**src/rtl/sub4_serial.sv**
```systemverilog
// Bit-serial subtractor: d = a - b (mod 2^WIDTH) with borrow out, one bit per clock LSB-first.
// Operands are captured on start, result and borrow are held until the next completion.
module sub4_serial #(
    parameter int WIDTH = 4
) (
    input  logic             clk,
    input  logic             rst_n,
    input  logic             start,
    input  logic [WIDTH-1:0] a,
    input  logic [WIDTH-1:0] b,
    output logic             busy,
    output logic             done,
    output logic [WIDTH-1:0] d,
    output logic             b4
);

    localparam int CW = $clog2(WIDTH);
    localparam logic [CW-1:0] LAST = CW'(WIDTH - 1);

    typedef enum logic [1:0] {
        IDLE,
        RUN,
        DONE
    } state_t;

    state_t           state;
    logic [WIDTH-1:0] ra;
    logic [WIDTH-1:0] rb;
    logic [WIDTH-1:0] rr;
    logic             br;
    logic [CW-1:0]    cnt;

    logic             x;
    logic             br_next;
    logic [WIDTH-1:0] rr_next;

    // Full-subtractor slice on the current LSBs; rr fills from the top so the
    // first bit processed ends up in bit 0 after WIDTH shifts.
    always_comb begin
        x       = ra[0] ^ rb[0] ^ br;
        br_next = (~ra[0] & rb[0]) | (~(ra[0] ^ rb[0]) & br);
        rr_next = {x, rr[WIDTH-1:1]};
    end

    always_ff @(posedge clk or negedge rst_n) begin
        if (!rst_n) begin
            state <= IDLE;
            ra    <= '0;
            rb    <= '0;
            rr    <= '0;
            br    <= 1'b0;
            cnt   <= '0;
            busy  <= 1'b0;
            done  <= 1'b0;
            d     <= '0;
            b4    <= 1'b0;
        end else begin
            case (state)
                IDLE: begin
                    if (start) begin
                        ra    <= a;
                        rb    <= b;
                        br    <= 1'b0;
                        cnt   <= '0;
                        busy  <= 1'b1;
                        state <= RUN;
                    end
                end
                RUN: begin
                    ra  <= ra >> 1;
                    rb  <= rb >> 1;
                    rr  <= rr_next;
                    br  <= br_next;
                    cnt <= cnt + 1'b1;
                    if (cnt == LAST) begin
                        d     <= rr_next;
                        b4    <= br_next;
                        busy  <= 1'b0;
                        done  <= 1'b1;
                        state <= DONE;
                    end
                end
                DONE: begin
                    done  <= 1'b0;
                    state <= IDLE;
                end
                default: begin
                    busy  <= 1'b0;
                    done  <= 1'b0;
                    state <= IDLE;
                end
            endcase
        end
    end

endmodule

```
**config.mk**
```make
export PLATFORM = sky130hd
export DESIGN_NAME = sub4_serial
export DESIGN_NICKNAME = d
export VERILOG_FILES = /design/src/rtl/sub4_serial.sv
export SDC_FILE = /design/constraint.sdc
export NUM_CORES = 1
export LEC_CHECK = 0
export ABC_AREA = 1
export BUFFER_PORTS_ARGS = -buffer_cell sky130_fd_sc_hd__buf_2
export CORE_MARGIN = 2
export CORE_UTILIZATION = 40
export CTS_BUF_LIST = sky130_fd_sc_hd__clkbuf_8
export CTS_CLUSTER_DIAMETER = 30
export DETAILED_ROUTE_END_ITERATION = 7
export GPL_ROUTABILITY_DRIVEN = 0
export GPL_TIMING_DRIVEN = 0
export PLACE_DENSITY_LB_ADDON = 0.12
export SLEW_MARGIN = 40
export SYNTH_ARGS = -nofsm -noshare
export SYNTH_HDL_FRONTEND = slang
export SYNTH_SLANG_ARGS = --single-unit
export TNS_END_PERCENT = 30
```
**constraint.sdc**
```tcl
create_clock -name clk -period 1.15 [get_ports clk]
set_input_delay 0.0575 -clock clk [delete_from_list [all_inputs] [get_ports clk]]
set_output_delay 0.0575 -clock clk [all_outputs]
set_load 0.1 [all_outputs]
```
* After elaboration in Yosys (flattened, before gate mapping)
Cells that the tools add are included.
** Word-level totals
- RAM bits :: 0
- Output and inout bits :: 7
- Word-level logic and storage cells :: 48
- Bits in latches :: 0
- Memory bits (read-only) :: 0
- Flip-flop bits (word level) :: 24
- Memories kept :: 0
** Operators by class
- Order comparisons :: 0
- $add $sub $neg :: 1
- Div/mod/pow operators :: 0
- Multiplexer cells :: 16
- Bitwise operators :: 9
- Eq/ne operators :: 5
- Reductions and logical operators :: 7
- Shift operators :: 0
- $mul :: 0
** Operator list (number)
- 4-bit case mux with 2 select lines :: 2
- 4-bit 2-to-1 mux :: 2
- 2-bit case mux with 2 select lines :: 2
- 2-bit AND reduction :: 4
- 2-bit 2-to-1 mux :: 3
- 2-bit == test (second input constant) :: 2
- 1-bit 2-to-1 mux :: 4
- 2-bit inequality test (second input constant) :: 2
- 1-bit inverter :: 4
- 1-bit case mux with 2 select lines :: 2
- 1-bit case mux with 3 select lines :: 1
- 3-bit AND reduction :: 1
- 2-bit by 1-bit adder with 2-bit output (second input constant) :: 1
- 1-bit AND :: 2
- 2-bit by 1-bit == test with 1-bit output (second input constant) :: 1
- 2-bit logical NOT :: 1
- 2-bit nonzero test :: 1
- 1-bit XOR :: 2
- 1-bit OR :: 1

* Longest topological paths before layout
- Depth in word-level cells :: 5
- Gate-level depth with buffers :: 7

* Worst setup path before layout
No wires, ideal clock.
- Path kind :: reg2reg
- Start :: register busy (netlist name)
- End :: register busy
- Period minus slack after synthesis :: 1208 ps
- Setup slack :: -58 ps
- Required time :: 1073 ps
- Data arrival time :: 1131 ps
- Stages on the path, launching flop included :: 3
- Library setup time :: 77 ps
- Path through :: dfrtp_1 inv_1 a21oi_1
** RTL lines
- end signal, assigned :: RTL line 53 : busy <= 1'b0;
- end signal, assigned :: RTL line 65 : busy <= 1'b1;
- end signal, assigned :: RTL line 78 : busy <= 1'b0;
- end, declared :: RTL line 11 : output logic busy,

* Final worst setup path
- Start :: register rb[0]
- End :: register rr[3]
** Between the ends
- Cells in the longest elaborated chain, start to end :: 2
** Ends and longest elaborated chain
- start, declared :: RTL line 28 : logic [WIDTH-1:0] rb;
- start signal, assigned :: RTL line 71 : rb <= rb >> 1;
- 1-bit XOR (2 in a row) :: RTL line 40 : x = ra[0] ^ rb[0] ^ br;
- via x :: RTL line 33 : logic x;
- end signal, assigned :: RTL line 72 : rr <= rr_next;
- end, declared :: RTL line 29 : logic [WIDTH-1:0] rr;
The timed path passes the listed nets, and every way through them passes these cells.
A chain may end at the register's enable or synchronous reset.

==> metrics.cfg <==
[logic_synthesis]
netlist_instances = 123
syn_area_um2 = 1120
syn-num-nets = 136
yosys.area.top_type = dfrtp_1
syn_area_per_cell_um2 = 9.07
yosys_warnings = 0
seq_area_frac_synth = 0.516
yosys-top-cells-area = dfrtp_1 (52%), nand3_1 (10%), nand2_1 (8.4%)
yosys_register_bits = 23
yosysUniqueCellTypes = 17
synth_top_area_frac = 0.516

[sta]
report.final.setup_viol = 2
rsz0062_at_grt = yes
worst_slew_pin_slew_ps = 518
clock_skew_ps = 4.35
slew_viol_final = 0
max_freq_mhz = 825
fin_crit_sh = 1.05
finalCriticalPeriod_ps = 1210
hold_viol = 0
timing.slew.headroom = 0.654
setup_ws_ps = -62.4

[floorplanning]
initial_utilization = 0.412
dieArea_um2 = 3230
die_w_um = 56.8
fp-row-count = 19
core_um2 = 2710
pin_count = 18
die-height_um = 56.8

[final_layout]
final_core_util = 0.488
area_growth_pct = 18.6
num_antenna_cells = 0
fillCellCount = 266
final_nets = 160
postLayoutCellArea_um2 = 1320
final_cells = 177
layout-drive-gt1-share = 0.329

[clock_tree]
cts_sinks = 23
clock_latency_ps = 270
numCtsBuffers = 3
cts_tree = built
cts_buffer_depth = 2
clock-root-buffer = clkbuf_8
htreeDepth = 1
path_clk_slew_ps = 90

[setup_path]
slowest_delay_ps = 570
worstPathArrival_ps = 1420
cp_max_fo = 2
worst-setup-path-type = reg -> reg
worst_setup_path_start_kind = register
cp_cell_sequence = inv_2 > fa_2 > inv_2 > o21ai_2
worst_ep_required_time_ps = 1360
crit_top_cell = inv_2
worstSetupEndpointType = register
cpMaxStageDelayCell = fa_2

[place]
portBuffers = 17
placed_area_um2 = 1240
hpwl_mm = 1.48
pre_cts_ws_ps = -77.2
placed_cells = 171

[grt]
grt_pass1_vias = 785
grt_max_degree = 24
globalRouteMet3Util = 0.0276
grt_use_met1 = 0.202
grt.overflow.total = 0
antenna_found_initial = 0
grt_use_met2 = 0.216
grt_pass1_wl_mm = 3.58
grt_usage = 0.148
busiest_layer = met2

[route]
drc = 0
drtIter0Drc = 21
drt-total-wl_mm = 2.13
drt.antenna.violating_nets = 0
avgViaCountPerCell = 4.89
drtPass1Iterations = 4
post_drt_wl_per_cell_um = 12.0
dr_total_vias = 866

[min_path]
hp-class = in -> reg

[outcome]
status = finished, violations left
failed_checks = negative setup slack

[run]
maxCapViolations = 0

-- Yosys cell counts --
library cell   n
o21ai_0        4
buf_8          1
nand2_1       25
nor2_1         3
nand2_8        1
ha_1           1
o21ai_1        3
buf_6          4
nor2_4         1
fa_1           1
inv_4          2
nand3_1       23
inv_1         21
dfrtp_1       23
a21oi_1        2
nand2_2        4
o21ai_2        4
-- sequential cells by signal, summed over array words and instances (netlist names) --
signal,flops
d,4
ra,4
rb,4
rr,3
cnt,2
state,2
b4,1
br,1
busy,1
done,1
-- cells in the final DEF, fill, tap and decap left out, types with 2 or more instances in the layout --
cell type and count:
nand2_1 24, nand3_1 23, dfrtp_1 20, inv_1 18
buf_2 16, nand2_2 5, o21ai_2 5, buf_6 4
o21ai_0 4, inv_2 3, nor2_1 3, dfrtp_2 3
clkbuf_8 3, a21oi_1 2, o21ai_1 2
-- area by class of cell --
type	instances	area [µm²]	share of cell area
inverters	23	93.8	0.0709
clock buffers	3	41.3	0.0312
plain buffers	5	60.1	0.0454
well taps	31	38.8	0.0293
multi-input cells	72	398	0.301
repair buffers	19	105	0.0794
clock inverters	1	7.51	0.00567
flip-flops and latches	23	579	0.438
-- kinds of logic (layout without fill, tap and decap cells) --
group | after synthesis | count (layout) | synth area share
flops | 23 | 23 | 0.516
simple gates | 57 | 57 | 0.248
buf+inv | 28 | 51 | 0.136
fa+ha+maj | 2 | 2 | 0.0291
compound gates | 13 | 13 | 0.0717
-- final timing paths --
check                        from     end  slack, ps  cells past startpoint
max                         rb[0]   rr[3]        -60                      4
min                          a[3]   ra[3]         40                      3
max reg2reg                 rb[0]   rr[3]        -60                      4
min reg2reg                cnt[0]  cnt[0]        480                      1
max in group asynchronous   rst_n    busy        480                      2
min in group asynchronous   rst_n   ra[0]        280                      2
-- critical path: cells and delay by family (launching register included) --
family	cells	cell delay (ps)
adders and majority gates	1	570
DFF	1	380
buffers and inverters	2	100
AOI/OAI and AO/OA	1	100
-- per-stage QoR --
| stage | setup TNS, ps | hold slack [ps] |
|---|---|---|
| 4_1_cts | -59.5 | 37.0 |
| 3_5_place_dp | -127 | 69.7 |
| 5_1_grt | -198 | 53.6 |
| 6_report | -114 | 38.7 |
| 3_3_place_gp | -73.8 | 66.7 |
| 2_1_floorplan | -132 | -238 |
-- timing repair --
action | in CTS | in global routing
pin swaps | 3 | 1
gates resized for setup | 3 | 6
hold buffers | 1 | 0
setup buffers | 1 | 0
endpoints found under the hold margin | 23 | 0
endpoints found under the setup margin | 2 | 13
-- layer usage --
layer	routed length [µm]	part of all wire
met3	81	0.038
met2	965	0.45
met5	0	0
met4	39	0.018
met1	1040	0.49
Power is left out: the tool's default activity adds up to more than one toggle a clock period on the data nets, which glitch-free logic cannot reach.
